--- src/rtl/ro_meter_multich.sv ---
// ro_meter_multich
// Multichannel ring-oscillator frequency meter. One of CHANNELS pre-divided
// oscillator inputs is selected and enabled for a batch. After a warm-up
// period, the meter counts the oscillator's rising edges over 2^LOG2_AVG
// fixed gate windows of WINDOW clk1 cycles each. It then reports the batch
// sum and the truncated average through a start/busy/done handshake.
//
// Build option: define ROMETER_MINMAX_EN to track the smallest and largest
// window count of each batch on min_out/max_out. Without the macro, both
// outputs are tied to zero and no tracking logic is built.

module ro_meter_multich #(
  parameter int CHANNELS    = 4,
  parameter int CNT_W       = 16,
  parameter int WINDOW      = 1024,
  parameter int WARMUP      = 16,
  parameter int LOG2_AVG    = 3,
  parameter int SYNC_STAGES = 2,
  localparam int CH_W  = (CHANNELS > 1) ? $clog2(CHANNELS) : 1,
  localparam int SUM_W = CNT_W + LOG2_AVG
) (
  input  logic                clk1,
  input  logic                rst_n,
  input  logic [CHANNELS-1:0] osc_in,
  output logic [CHANNELS-1:0] osc_en,
  input  logic                start,
  input  logic                abort,
  input  logic [CH_W-1:0]     ch_sel,
  output logic                busy,
  output logic                done,
  output logic                err,
  output logic                ovf,
  output logic [CH_W-1:0]     result_ch,
  output logic [SUM_W-1:0]    sum_out,
  output logic [CNT_W-1:0]    avg_out,
  output logic [CNT_W-1:0]    min_out,
  output logic [CNT_W-1:0]    max_out
);

  // The timer must be wide enough for the longer of the warm-up and gate periods.
  localparam int TMR_MAX = (WARMUP > WINDOW) ? WARMUP : WINDOW;
  localparam int TMR_W   = $clog2(TMR_MAX);
  localparam int IDX_W   = LOG2_AVG + 1;

  localparam logic [TMR_W-1:0] WARM_LOAD = TMR_W'(WARMUP - 1);
  localparam logic [TMR_W-1:0] GATE_LOAD = TMR_W'(WINDOW - 1);
  localparam logic [IDX_W-1:0] IDX_LAST  = IDX_W'((1 << LOG2_AVG) - 1);
  localparam logic [CNT_W-1:0] CNT_MAX   = '1;
  localparam logic [CH_W:0]    CH_LIMIT  = (CH_W + 1)'(CHANNELS);

  typedef enum logic [2:0] {
    S_IDLE  = 3'd0,
    S_WARM  = 3'd1,
    S_GATE  = 3'd2,
    S_STORE = 3'd3,
    S_DONE  = 3'd4
  } state_t;

  state_t state_reg, state_next;

  logic [TMR_W-1:0]    tmr_reg;
  logic [CNT_W-1:0]    cnt_reg;
  logic [SUM_W-1:0]    acc_reg;
  logic [SUM_W-1:0]    acc_sum;
  logic [IDX_W-1:0]    idx_reg;
  logic [CH_W-1:0]     ch_reg;
  logic                batch_ovf_reg;
  logic                prev_reg;
  logic                sample;
  logic                rise;
  logic                ch_ok;
  logic                last_sample;
  logic [CHANNELS-1:0] synced;
  logic [CHANNELS-1:0] ch_onehot;

  logic [SUM_W-1:0]    sum_reg;
  logic                ovf_reg;
  logic                err_reg;
  logic [CH_W-1:0]     result_ch_reg;

  // A channel number equal to or above CHANNELS is rejected with err.
  assign ch_ok       = ({1'b0, ch_sel} < CH_LIMIT);
  assign last_sample = (idx_reg == IDX_LAST);
  assign acc_sum     = acc_reg + SUM_W'(cnt_reg);

  // One synchroniser chain per channel. All chains run continuously, so
  // the selected one is already settled when the warm-up ends.
  genvar gi;
  generate
    for (gi = 0; gi < CHANNELS; gi++) begin : g_chan
      logic [SYNC_STAGES-1:0] chain_reg;

      // Shift the asynchronous oscillator level into clk1.
      always_ff @(posedge clk1) begin
        if (!rst_n) begin
          chain_reg <= '0;
        end else begin
          chain_reg <= {chain_reg[SYNC_STAGES-2:0], osc_in[gi]};
        end
      end

      assign synced[gi]    = chain_reg[SYNC_STAGES-1];
      assign ch_onehot[gi] = (ch_reg == CH_W'(gi));
    end
  endgenerate

  assign sample = synced[ch_reg];
  assign rise   = sample & ~prev_reg;

  // State register.
  always_ff @(posedge clk1) begin
    if (!rst_n) begin
      state_reg <= S_IDLE;
    end else begin
      state_reg <= state_next;
    end
  end

  // Next-state logic. abort only cancels an active measurement, and start
  // has priority over abort in IDLE.
  always_comb begin
    state_next = state_reg;
    case (state_reg)
      S_IDLE: begin
        if (start) begin
          state_next = ch_ok ? S_WARM : S_DONE;
        end
      end
      S_WARM: begin
        if (abort) begin
          state_next = S_IDLE;
        end else if (tmr_reg == '0) begin
          state_next = S_GATE;
        end
      end
      S_GATE: begin
        if (abort) begin
          state_next = S_IDLE;
        end else if (tmr_reg == '0) begin
          state_next = S_STORE;
        end
      end
      S_STORE: begin
        if (abort) begin
          state_next = S_IDLE;
        end else if (last_sample) begin
          state_next = S_DONE;
        end else begin
          state_next = S_GATE;
        end
      end
      S_DONE:  state_next = S_IDLE;
      default: state_next = S_IDLE;
    endcase
  end

  // FSM outputs. The oscillator is enabled only while a measurement is in progress.
  always_comb begin
    busy   = 1'b1;
    done   = 1'b0;
    osc_en = '0;
    case (state_reg)
      S_IDLE:                  busy   = 1'b0;
      S_WARM, S_GATE, S_STORE: osc_en = ch_onehot;
      S_DONE:                  done   = 1'b1;
      default:                 busy   = 1'b0;
    endcase
  end

  // Gate timer, window edge counter, accumulator and per-batch bookkeeping.
  always_ff @(posedge clk1) begin
    if (!rst_n) begin
      tmr_reg       <= '0;
      cnt_reg       <= '0;
      acc_reg       <= '0;
      idx_reg       <= '0;
      ch_reg        <= '0;
      batch_ovf_reg <= 1'b0;
      prev_reg      <= 1'b0;
    end else begin
      // prev_reg follows the sample in every state. This prevents a level
      // that was already high at the start of a gate from counting as an edge.
      prev_reg <= sample;

      // The timer reloads on every state change and counts down to zero otherwise.
      if (state_next != state_reg) begin
        if (state_next == S_WARM) begin
          tmr_reg <= WARM_LOAD;
        end else begin
          tmr_reg <= GATE_LOAD;
        end
      end else if (tmr_reg != '0) begin
        tmr_reg <= tmr_reg - 1'b1;
      end

      if ((state_reg == S_IDLE) && (state_next == S_WARM)) begin
        ch_reg        <= ch_sel;
        acc_reg       <= '0;
        idx_reg       <= '0;
        batch_ovf_reg <= 1'b0;
      end

      // Edges are counted only inside the gate. The counter is zero everywhere else.
      if (state_reg == S_GATE) begin
        if (rise) begin
          if (cnt_reg != CNT_MAX) begin
            cnt_reg <= cnt_reg + 1'b1;
          end
          if (cnt_reg >= (CNT_MAX - 1'b1)) begin
            batch_ovf_reg <= 1'b1;
          end
        end
      end else begin
        cnt_reg <= '0;
      end

      if (state_reg == S_STORE) begin
        acc_reg <= acc_sum;
        idx_reg <= idx_reg + 1'b1;
      end
    end
  end

  // Results change only on entry to DONE. They hold across aborts and rejected starts.
  always_ff @(posedge clk1) begin
    if (!rst_n) begin
      sum_reg       <= '0;
      ovf_reg       <= 1'b0;
      err_reg       <= 1'b0;
      result_ch_reg <= '0;
    end else if ((state_reg == S_STORE) && (state_next == S_DONE)) begin
      sum_reg       <= acc_sum;
      ovf_reg       <= batch_ovf_reg;
      err_reg       <= 1'b0;
      result_ch_reg <= ch_reg;
    end else if ((state_reg == S_IDLE) && (state_next == S_DONE)) begin
      err_reg <= 1'b1;
    end
  end

  assign err       = done & err_reg;
  assign ovf       = ovf_reg;
  assign result_ch = result_ch_reg;
  assign sum_out   = sum_reg;
  assign avg_out   = sum_reg[SUM_W-1:LOG2_AVG];

`ifdef ROMETER_MINMAX_EN
  logic [CNT_W-1:0] min_run_reg, max_run_reg;
  logic [CNT_W-1:0] min_new, max_new;
  logic [CNT_W-1:0] min_reg, max_reg;

  // The first window of a batch seeds both extremes. Later windows refine them.
  always_comb begin
    min_new = cnt_reg;
    max_new = cnt_reg;
    if (idx_reg != '0) begin
      if (min_run_reg < cnt_reg) begin
        min_new = min_run_reg;
      end
      if (max_run_reg > cnt_reg) begin
        max_new = max_run_reg;
      end
    end
  end

  // Track the extremes at each STORE and publish them together with the sum.
  always_ff @(posedge clk1) begin
    if (!rst_n) begin
      min_run_reg <= '0;
      max_run_reg <= '0;
      min_reg     <= '0;
      max_reg     <= '0;
    end else if (state_reg == S_STORE) begin
      min_run_reg <= min_new;
      max_run_reg <= max_new;
      if (state_next == S_DONE) begin
        min_reg <= min_new;
        max_reg <= max_new;
      end
    end
  end

  assign min_out = min_reg;
  assign max_out = max_reg;
`else
  assign min_out = '0;
  assign max_out = '0;
`endif

endmodule

--- config.mk ---
export PLATFORM = sky130hd
export DESIGN_NAME = ro_meter_multich
export DESIGN_NICKNAME = d
export VERILOG_FILES = /design/src/rtl/ro_meter_multich.sv
export SDC_FILE = /design/constraint.sdc
export NUM_CORES = 1
export LEC_CHECK = 0
export CORE_MARGIN = 2
export CORE_UTILIZATION = 35
export DETAILED_ROUTE_END_ITERATION = 10
export GPL_ROUTABILITY_DRIVEN = 0
export HOLD_SLACK_MARGIN = 0.03
export PLACE_DENSITY = 0.57
export SLEW_MARGIN = 5
export SYNTH_ARGS = -nofsm -noshare
export SYNTH_HDL_FRONTEND = slang
export SYNTH_SLANG_ARGS = --single-unit
--- constraint.sdc ---
create_clock -name clk1 -period 2.7 [get_ports clk1]
set_input_delay 0.27 -clock clk1 [delete_from_list [all_inputs] [get_ports clk1]]
set_output_delay 0.27 -clock clk1 [all_outputs]
set_load 0.01 [all_outputs]
* After elaboration in Yosys (flattened, before gate mapping) *
Cells that the tools add are included.

word-level totals
  register bits = 87
  bits of input ports = 10
  output and inout port bits = 77
  logic and storage cells = 76

cells by class
  add/subtract/negate cells = 4
  order comparisons = 2
  equal/unequal tests = 12
  multiplexer cells = 24
  bitwise gates (word level) = 4
  reductions and logical operators = 14

operator list
  kind                   count
  $mux 19                2
  $mux 10                3
  $mux 3                 7
  $add 19x16->19         1
  $add 16x1->16 const B  1
  $ge 16x16->1 const B   1
  $ne 16x16->1 const B   1
  $mux 4                 3
  $pmux 3 s4             1
  $logic_not 10->1       1
  $reduce_bool 10->1     1
  $sub 10x1->10 const B  1
  $mux 1                 7
  $eq 3x1->1 const B     2
  $eq 3x2->1 const B     2
  $eq 3x3->1 const B     2
  $add 4x1->4 const B    1
  $eq 2x2->1 const B     2
  $eq 4x3->1 const B     1
  $reduce_and 2->1       2
  $reduce_bool 2->1      2
  $reduce_or 4->1        1
  $logic_and 1x1->1      3
  $logic_not 3->1        1
  other kinds (9)        11

* Logic depth before layout (Yosys ltp) *
  depth in word-level cells = 10
  mapped depth = 9

* Worst setup path after synthesis *
OpenSTA, ideal clock, no wires.

  path type = flip-flop to flip-flop
  from = register cnt_reg[0]
  to = register acc_reg[18]
  arrival time = 2.278 ns
  path slack = 0.348 ns
  stages on the path, launching flop included = 10
  path buffers = 0
  clock period less this slack = 2.352 ns
  cell sequence = dfxtp_1 -> ha_1 -> inv_1 -> fa_1 -> nor2b_1 -> o31a_2 -> o21ai_1 -> a211o_1 -> or4_1 -> a31oi_1

on the way
  cells in the longest elaborated chain, start to end = 2

RTL lines
  item                    line  text
  start, declared         62    logic [CNT_W-1:0] cnt_reg;
  start signal, assigned  207   cnt_reg <= cnt_reg + 1'b1;
  $add 19x16->19          84    assign acc_sum = acc_reg + SUM_W'(cnt_reg);
  $mux 19                 217   if (state_reg == S_STORE) begin
  end signal, assigned    218   acc_reg <= acc_sum;
  end, declared           63    logic [SUM_W-1:0] acc_reg;

Every way passes these cells.
A chain may end at the register's enable or synchronous reset.

* Worst setup path in the final report *
Ends and elaborated chain as after synthesis.

==> results.json <==
{
  "drv_slew": 0,
  "die_h_um": 123,
  "worst_skew_pair.late_latency_ns": 0.35,
  "seqCellArea_um2": 1740,
  "final_area_um2": 5770,
  "final_util": 0.416,
  "port_buffers": 54,
  "grtUsageTotal": 0.161,
  "dieArea_um2": 15200,
  "cts_buffer_depth": 2,
  "clockRootBuffer": "clkbuf_16",
  "num_antenna_cells": 0,
  "gr-total-overflow": 0,
  "power_density_nw_per_um2": 485,
  "nets": 669,
  "synth-xor-area-share": 0.0475,
  "layout_commonest_cell": "dfxtp_1",
  "dp_hpwl_um": 8570,
  "period_needed_ns": 2.52,
  "post_cts_resized": 0,
  "yosysUniqueCellTypes": 67,
  "multi_input_area_um2": 2800,
  "clock_skew_ns": 0.0103,
  "async_reset_ff_frac": 0,
  "num-fill-cells": 1373,
  "cts_tree": "yes",
  "power.internal_uw": 2120,
  "synth_area_per_cell_um2": 8.21,
  "drc": 0,
  "switching_power_uw": 681,
  "cpPeakStageDelay_ns": 0.49,
  "tightest_slew_ns": 0.538,
  "synth.area.mux_share": 0.0126,
  "ys.flop_type": "dfxtp_1",
  "synth_top_family_by_area": "simple AND/OR/NAND/NOR gates",
  "yosys.area_share.simple": 0.244,
  "synth_edf_count": 0,
  "firstDrtPassIters": 4,
  "htree_num_levels": 3,
  "ys_ff_latch": 87,
  "synthToLayoutAreaGrowth_pct": 16.0,
  "finalCritPeriodShare": 0.932,
  "dpl_cell_area_um2": 5470,
  "max_slew_margin": 0.641,
  "vias_per_cell": 5.14,
  "p_comb_frac": 0.077,
  "syn-cell-area_um2": 4970,
  "critPathBufInv": 1,
  "p_leak_uw": 0.00219,
  "postCtsHoldBufs": 0,
  "cts_sinks": 87,
  "hold_viol": 0,
  "placementRows": 43,
  "die_w_um": 123,
  "yosysSeqAreaShare": 0.350,
  "yosys_warnings": 0,
  "maxCapViolations": 0,
  "worstSetupPathType": "flip-flop to flip-flop",
  "outcome": "complete, no violations",
  "syn-instance-count": 606,
  "drt_wl_total_um": 11600,
  "p_clk_frac": 0.445,
  "grt_max_degree": 34,
  "dp_slack_ns": 0.145,
  "p_seq_frac": 0.479,
  "critical-path-top-delay-family": "compound AO/OA/AOI/OAI gates",
  "endpoint_kind": "flip-flop",
  "hold_path_class": "flip-flop to flip-flop",
  "pin_count": 87,
  "ant_nets": 0,
  "swShare": 0.243,
  "antenna_found_initial": 0,
  "grt_pass1_wl_um": 19200,
  "cts_setup_buffers": 0,
  "ir_drop_v": 0.000309,
  "worst_slack_ns": 0.184,
  "crit_required_ns": 2.97,
  "initial_core_util": 0.358,
  "final_cell_mix": "dfxtp_1, nor2_1, clkdlybuf4s50_1, nand2_1, a21oi_1",
  "fin_tns_setup_ns": 0,
  "core_area_um2": 13900,
  "clkSlewWorstSetupHoldPaths_ns": 0.06,
  "max_freq_ghz": 0.397,
  "yosys.area_share.adder": 0.0543,
  "critPathLaunchType": "flip-flop",
  "drt_iter0_markers": 271,
  "drive_above_1_share": 0.0731,
  "cts_buffers": 9,
  "routedWlPerCell_um": 14.1,
  "synth_compound_area_frac": 0.181,
  "finalSetupViolCount": 0,
  "critical-path-slowest-cell": "or4_1",
  "worst-path-max-fanout": 7,
  "rsz0062_at_grt": "no",
  "grt_pass1_vias": 4002,
  "num_vias": 4233,
  "path_cells": "ha_1 -> inv_1 -> fa_1 -> nor2b_1 -> o31a_2 -> o21ai_1 -> a211o_1 -> or4_1 -> a31oi_1",
  "arrival_ns": 2.78
}
## synth_stat cells (4+ instances only)
cell type | instances | share of area
a211o_1 | 4 | 0.0070
a31oi_1 | 4 | 0.0050
nand3_1 | 24 | 0.024
nand2_1 | 47 | 0.035
inv_1 | 16 | 0.012
mux2i_1 | 4 | 0.0081
nor2_1 | 72 | 0.054
nor3_1 | 12 | 0.012
o211ai_1 | 9 | 0.014
or4_1 | 4 | 0.0060
o21a_1 | 13 | 0.020
o21ai_0 | 15 | 0.015
nor2b_1 | 6 | 0.0075
or3_1 | 5 | 0.0063
a22oi_1 | 5 | 0.0075
dfxtp_1 | 87 | 0.35
and3_1 | 15 | 0.019
o31ai_1 | 5 | 0.0075
and2_1 | 15 | 0.019
a211oi_1 | 5 | 0.0075
xor2_1 | 15 | 0.026
xnor2_1 | 12 | 0.021
a21oi_1 | 44 | 0.044
ha_1 | 20 | 0.050
nor4_2 | 4 | 0.010
clkbuf_1 | 19 | 0.014
buf_2 | 8 | 0.0081
nand4_1 | 11 | 0.014
buf_4 | 49 | 0.074
## kinds of logic (layout without fill, tap and decap cells)
group                    count (synthesis)  after routing
adder cells (fa/ha/maj)                 21             21
XOR/XNOR                                27             27
AND/OR/NAND/NOR                        238            238
multiplexers                             5              5
flip-flops                              87             87
AO/OA/AOI/OAI                          133            133
buffers and inverters                   94            100
other                                    1             32
## metal layers
metal,GRT usage,vias to the layer above,wire (um)
li1,-,2128,-
met1,0.210,1996,5470
met2,0.261,100,5440
met3,0.0392,9,607
met4,0.0511,0,100
met5,0,-,0
## metrics by stage
step                      cells  power, uW  hold slack (ns)
final                       823       2800            0.436
after global routing        823       2910            0.452
after CTS                   823       2840            0.441
after detailed placement    807       1580            0.424
after global placement      807       1580            0.422
after floorplan             637       1560            0.397
## power groups by stage
| stage | clock network (uW) | logic, uW | registers [uW] |
|---|---|---|---|
| after floorplan | 0 | 197 | 1360 |
| after global placement | 0 | 212 | 1370 |
| after detailed placement | 0 | 215 | 1370 |
| after CTS | 1290 | 216 | 1340 |
| after global routing | 1320 | 240 | 1340 |
| final | 1250 | 214 | 1340 |
## area by class of cell
type | instances | share of cell area
Clock buffer | 10 | 0.0397
Multi-Input combinational cell | 456 | 0.486
Sequential cell | 87 | 0.302
Tap cell | 180 | 0.0390
Clock inverter | 6 | 0.0119
Timing Repair Buffer | 67 | 0.111
Inverter | 17 | 0.0111
## path summary, 6_finish.rpt
path / start / endpoint / slack, ns / cells past startpoint
worst max-delay path: cnt_reg[0]$_SDFFE_PN0P_ / acc_reg[18]$_SDFFE_PN0P_ / 0.18 / 9
worst min-delay path: g_chan[3].chain_reg[0]$_SDFF_PN0_ / g_chan[3].chain_reg[1]$_SDFF_PN0_ / 0.44 / 1
worst max register to register: cnt_reg[0]$_SDFFE_PN0P_ / acc_reg[18]$_SDFFE_PN0P_ / 0.18 / 9
worst min register to register: g_chan[3].chain_reg[0]$_SDFF_PN0_ / g_chan[3].chain_reg[1]$_SDFF_PN0_ / 0.44 / 1
Note: power is estimated with default switching activity, not from simulation.
==> edit 1: new RTL, same settings <==
The option `ROMETER_MINMAX_EN` is turned on by a define.
--- a/src/rtl/ro_meter_multich.sv
+++ b/src/rtl/ro_meter_multich.sv
@@ -8,6 +8,8 @@
 // Build option: define ROMETER_MINMAX_EN to track the smallest and largest
 // window count of each batch on min_out/max_out. Without the macro, both
 // outputs are tied to zero and no tracking logic is built.
+
+`define ROMETER_MINMAX_EN
 
 module ro_meter_multich #(
   parameter int CHANNELS    = 4,
Check against the original RTL: no difference found for any inputs over 10 cycles, from zero or initial values and one cycle with rst_n low; that may be too few to reach the edited logic, so the function may still have changed.
==> edit 1 against the original RTL <==
Sequential power up 70%. Routed wire length rose by 72%. Critical path depth did not move. Utilization up 2.4 points. Sequential cell count grew 64. Setup slack lost 0.042 ns. Worst hold slack worse by 0.080 ns. Total power increased by 76%. Die area rose by 54%. Synthesized area is 57% higher. Fmax shrank 1.6%. Final area up 66%. Highest routed layer unchanged.
==> edit 1: results (changes against the original RTL) <==
[placement]
port_buffers=86  ; was 54
dpl.hpwl_um=14100  ; was 8570 um

[route]
vias=6437  ; was 4233
wire_per_inst_um=15.7  ; was 14.1 um
first_pass_iters=5  ; was 4
drtIter0Drc=371  ; was 271

[power]
leakagePower_uw=0.00368  ; was 0.00219 uW
power.share.clock_pct=49.2  ; was 44.5%
p_seq_uw=2280  ; was 1340 uW
peakVddDrop_mv=0.320  ; was 0.309 mV
power.total_uw=4920  ; was 2800 uW
top_power_group=clock  ; was sequential cells
switching_share_pct=22.8  ; was 24.3%

[layout]
regArea_sq_um=3020  ; was 1740 sq um
n_fill_cell=2167  ; was 1373
clkCellAreaFrac_pct=6.15  ; was 5.16%
nets=1042  ; was 669
nClkBuffers=20  ; was 10
buffers_excl_clock=130  ; was 67
buffer_area_share_pct=12.9  ; was 11.1%
multi_input_area_share_pct=44.7  ; was 48.6%
drive_gt1_share_pct=8.97  ; was 7.31%
num-multi-input-gates=652  ; was 456
num-nonclk-inverters=27  ; was 17

[logic_synthesis]
synthTopCellsByArea=dfxtp_1 39%, ha_1 8.4%, mux2i_1 7.7%, a21oi_1 5.9%, nand2_1 4.5%  ; was dfxtp_1 35%, buf_4 7.4%, nor2_1 5.4%, ha_1 5.0%, a21oi_1 4.4%
seq_area_frac_synth_pct=38.8  ; was 35.0%
ys_top_cells_by_count=151 x dfxtp_1, 93 x nand2_1, 91 x a21oi_1, 79 x nor2_1, 61 x o21ai_0  ; was 87 x dfxtp_1, 72 x nor2_1, 49 x buf_4, 47 x nand2_1, 44 x a21oi_1

[cts]
cts_num_sinks=151  ; was 87
clkLatencyLatePin_ns=0.43  ; was 0.35 ns
numCtsBuffers=17  ; was 9
htreeDepth=4  ; was 3

[critical_path]
cp-end-kind=flop  ; unchanged
arrival_ns=2.86  ; was 2.78 ns
crit_path_top_delay_cell=fa_1  ; was or4_1
worst-path-max-fanout=3  ; was 7
rrSetupSlack_ns=0.14  ; was 0.18 ns
slowest_delay_ns=0.45  ; was 0.49 ns

[hold_path]
min_path_type=input pin to flop  ; was flop to flop

[outcome]
status=finished, final reports clean  ; unchanged

[grt]
grt_max_degree=90  ; was 34
grt_pass1_vias=6237  ; was 4002

[timing]
skew_ns=0.0118  ; was 0.0103 ns
relSlewSlack_pct=48.9  ; was 64.1%

==> edit 1: critical path: cells and delay by family, from the launching register on <==
kind                     cells  cell delay (ns)
AND/OR/NAND/NOR              1             0.15
AO/OA/AOI/OAI                5             1.07
flip-flops                   1             0.31
XOR/XNOR                     1             0.20
adder cells (fa/ha/maj)      2             0.68
==> edit 1: kinds of logic after synthesis <==
| kind of cell | after synthesis | share of synthesized area (%) |
|---|---|---|
| compound gates | 228 | 17.6 |
| xor+xnor | 35 | 3.94 |
| fa+ha+maj | 53 | 8.62 |
| buf+inv | 101 | 6.17 |
| flops | 151 | 38.8 |
| mux | 61 | 8.01 |
| simple gates | 275 | 16.8 |
==> edit 1: metal layers <==
metal / part of all wire (%) / track usage (%) / vias to the layer above
met3: 3.7 / 3.49 / 19
met2: 46 / 28.0 / 98
li1: - / - / 3315
met1: 49 / 23.9 / 3005
met5: 0 / 0 / -
met4: 1.1 / 5.03 / 0
==> edit 1: timing repair <==
| item | CTS | global route |
|---|---|---|
| resized for setup | 0 | 2 |
| setup endpoints to repair | 0 | 2 |
| hold buffers | 0 | 0 |
==> edit 1: metrics by stage <==
step	cell area, sq um	hold WS, ns	cells	utilization, %	setup slack, ns
floorplan	7780	0.397	904	-	0.191
CTS	9580	0.367	1272	43.9	0.0828
global route	9590	0.386	1272	43.9	0.00660
detailed placement	8990	0.417	1240	41.2	0.105
global placement	8990	0.414	1240	41.2	0.0815
finish	9590	0.356	1272	43.9	0.142
==> edit 1: worst paths after layout <==
check                         start                      to  cells past startpoint
max                      cnt_reg[0]             sum_out[18]                      9
min reg2reg  g_chan[1].chain_reg[0]  g_chan[1].chain_reg[1]                      1
min                           rst_n         min_run_reg[10]                      4
max reg2reg              cnt_reg[0]             sum_out[18]                      9
==> edit 2: new RTL, config.mk and constraints unchanged <==
Made on the original files. Encoding of `state_t`: now one-hot (5 bits for 5 states).
--- a/src/rtl/ro_meter_multich.sv
+++ b/src/rtl/ro_meter_multich.sv
@@ -48,12 +48,12 @@
   localparam logic [CNT_W-1:0] CNT_MAX   = '1;
   localparam logic [CH_W:0]    CH_LIMIT  = (CH_W + 1)'(CHANNELS);
 
-  typedef enum logic [2:0] {
-    S_IDLE  = 3'd0,
-    S_WARM  = 3'd1,
-    S_GATE  = 3'd2,
-    S_STORE = 3'd3,
-    S_DONE  = 3'd4
+  typedef enum logic [4:0] {
+    S_IDLE  = 5'b00001,
+    S_WARM  = 5'b00010,
+    S_GATE  = 5'b00100,
+    S_STORE = 5'b01000,
+    S_DONE  = 5'b10000
   } state_t;
 
   state_t state_reg, state_next;
Behaviour: same outputs for any inputs over 10 cycles, from zero or initial values and one cycle with rst_n low; not proved beyond that.
==> edit 2 against the original RTL <==
Highest routed layer unchanged. Utilization up 0.36 points. Routed wire length up 0.90%. Total power up 1.9%. Synthesized area up 1.4%. Final area up 1.6%. Critical path type unchanged. Critical endpoint is now sum_out[16]. Largest power group unchanged. Clock power up 4%. Via count down 1.6%. Largest cell class unchanged. Sequential cell count up 2. Setup slack worse by 0.024 ns.
==> edit 2: results (changes against the original RTL) <==
[route]
vias_per_cell=5.13  ; was 5.14
drt_wl_total_um=11700  ; was 11600 um
ant_nets=0  ; unchanged
first_pass_iters=4  ; unchanged
drtIter0Drc=222  ; was 271

[grt]
grt_pass1_wl_um=19300  ; was 19200 um
grt_max_degree=25  ; was 34
grt_usage_pct=16.0  ; was 16.1%
grt_pass1_vias=3884  ; was 4002

[layout]
n_fill_cell=1386  ; was 1373
drive_gt1_share_pct=7.58  ; was 7.31%
nets=659  ; was 669
num_antenna_cells=0  ; unchanged

[timing]
skew_ns=0.00940  ; was 0.0103 ns
relSlewSlack_pct=44.8  ; was 64.1%
setup_tns_ns=0  ; unchanged

[cts]
clkLatencyLatePin_ns=0.35  ; about the same
htreeDepth=3  ; unchanged
postCtsSetupRepairBufs=0  ; unchanged
clkTransAtPathRegs_ns=0.06  ; about the same

[logic_synthesis]
synth_xor_area_share_pct=6.25  ; was 4.75%
synthAdderAreaFrac_pct=5.36  ; was 5.43%
ys_top_cells_by_count=89 x dfxtp_1, 63 x nor2_1, 57 x nand2_1, 49 x buf_4, 28 x a21oi_1  ; was 87 x dfxtp_1, 72 x nor2_1, 49 x buf_4, 47 x nand2_1, 44 x a21oi_1
synth-compound-area-share_pct=17.1  ; was 18.1%
yosysUniqueCellTypes=70  ; was 67
seq_area_frac_synth_pct=35.3  ; was 35.0%
yosysWarnings=0  ; unchanged
synthMuxAreaShare_pct=1.24  ; was 1.26%
synthTopCellsByArea=dfxtp_1 35%, buf_4 7.3%, ha_1 5.0%, nor2_1 4.7%, xor2_1 4.5%  ; was dfxtp_1 35%, buf_4 7.4%, nor2_1 5.4%, ha_1 5.0%, a21oi_1 4.4%

[outcome]
status=finished, final reports clean  ; unchanged

[critical_path]
crit_path_top_delay_cell=fa_1  ; was or4_1
arrival_ns=2.80  ; was 2.78 ns
worst-path-max-fanout=7  ; unchanged
slowest_delay_ns=0.41  ; was 0.49 ns

[hold_path]
min_path_type=flop to flop  ; unchanged
min_from=g_chan[3].chain_reg[0]  ; unchanged

[power]
leakagePower_uw=0.00222  ; was 0.00219 uW
peakVddDrop_mv=0.319  ; was 0.309 mV

[placement]
dpl.hpwl_um=8490  ; was 8570 um
place_ws_ns=0.101  ; was 0.145 ns
placed_cell_area_sq_um=5540  ; was 5470 sq um

[die]
coreArea_sq_um=14000  ; was 13900 sq um

## edit 2: layer usage
layer | up-vias | part of all wire, % | routed length (um) | GRT usage, %
li1 | 2086 | - | - | -
met1 | 1965 | 47 | 5470 | 20.9
met2 | 98 | 47 | 5540 | 25.6
met3 | 18 | 4.1 | 485 | 3.07
met4 | 0 | 2.0 | 229 | 7.16
met5 | - | 0 | 0 | 0
## edit 2: logic make-up after synthesis
logic type,count (synthesis)
AND/OR/NAND/NOR,237
multiplexers,5
adder cells (fa/ha/maj),21
buffers and inverters,90
AO/OA/AOI/OAI,117
other,1
flip-flops,89
XOR/XNOR,36
## edit 2: layout make-up
class	count	area [sq um]	area share (%)
Sequential cell	89	1780	30.4
Timing Repair Buffer	68	646	11.0
Clock inverter	2	35.0	0.597
Tap cell	180	225	3.84
Clock buffer	14	274	4.67
Inverter	12	45.0	0.768
Multi-Input combinational cell	448	2860	48.7
## edit 2: path summary, 6_finish.rpt
| kind | endpoint | slack, ns | cells past startpoint |
|---|---|---|---|
| max reg2reg | sum_out[16] | 0.16 | 8 |
| min | g_chan[3].chain_reg[1] | 0.44 | 1 |
| max | sum_out[16] | 0.16 | 8 |
| min reg2reg | g_chan[3].chain_reg[1] | 0.44 | 1 |
## edit 2: power by group
part / internal [uW] / switching (uW)
registers: 1340 / 21.5
logic: 72.0 / 115
clock network: 792 / 512
total: 2200 / 649
## edit 2: through the flow
stage / hold slack, ns / std cells / power [uW]
after global placement: 0.417 / 797 / 1570
after CTS: 0.441 / 813 / 2880
after floorplan: 0.363 / 627 / 1560
after global routing: 0.452 / 813 / 2950
after detailed placement: 0.419 / 797 / 1580
final: 0.436 / 813 / 2850
## edit 2: repair_timing
action	CTS	global route
setup endpoints to repair	0	4
gates resized for setup	0	2
hold buffers	0	0
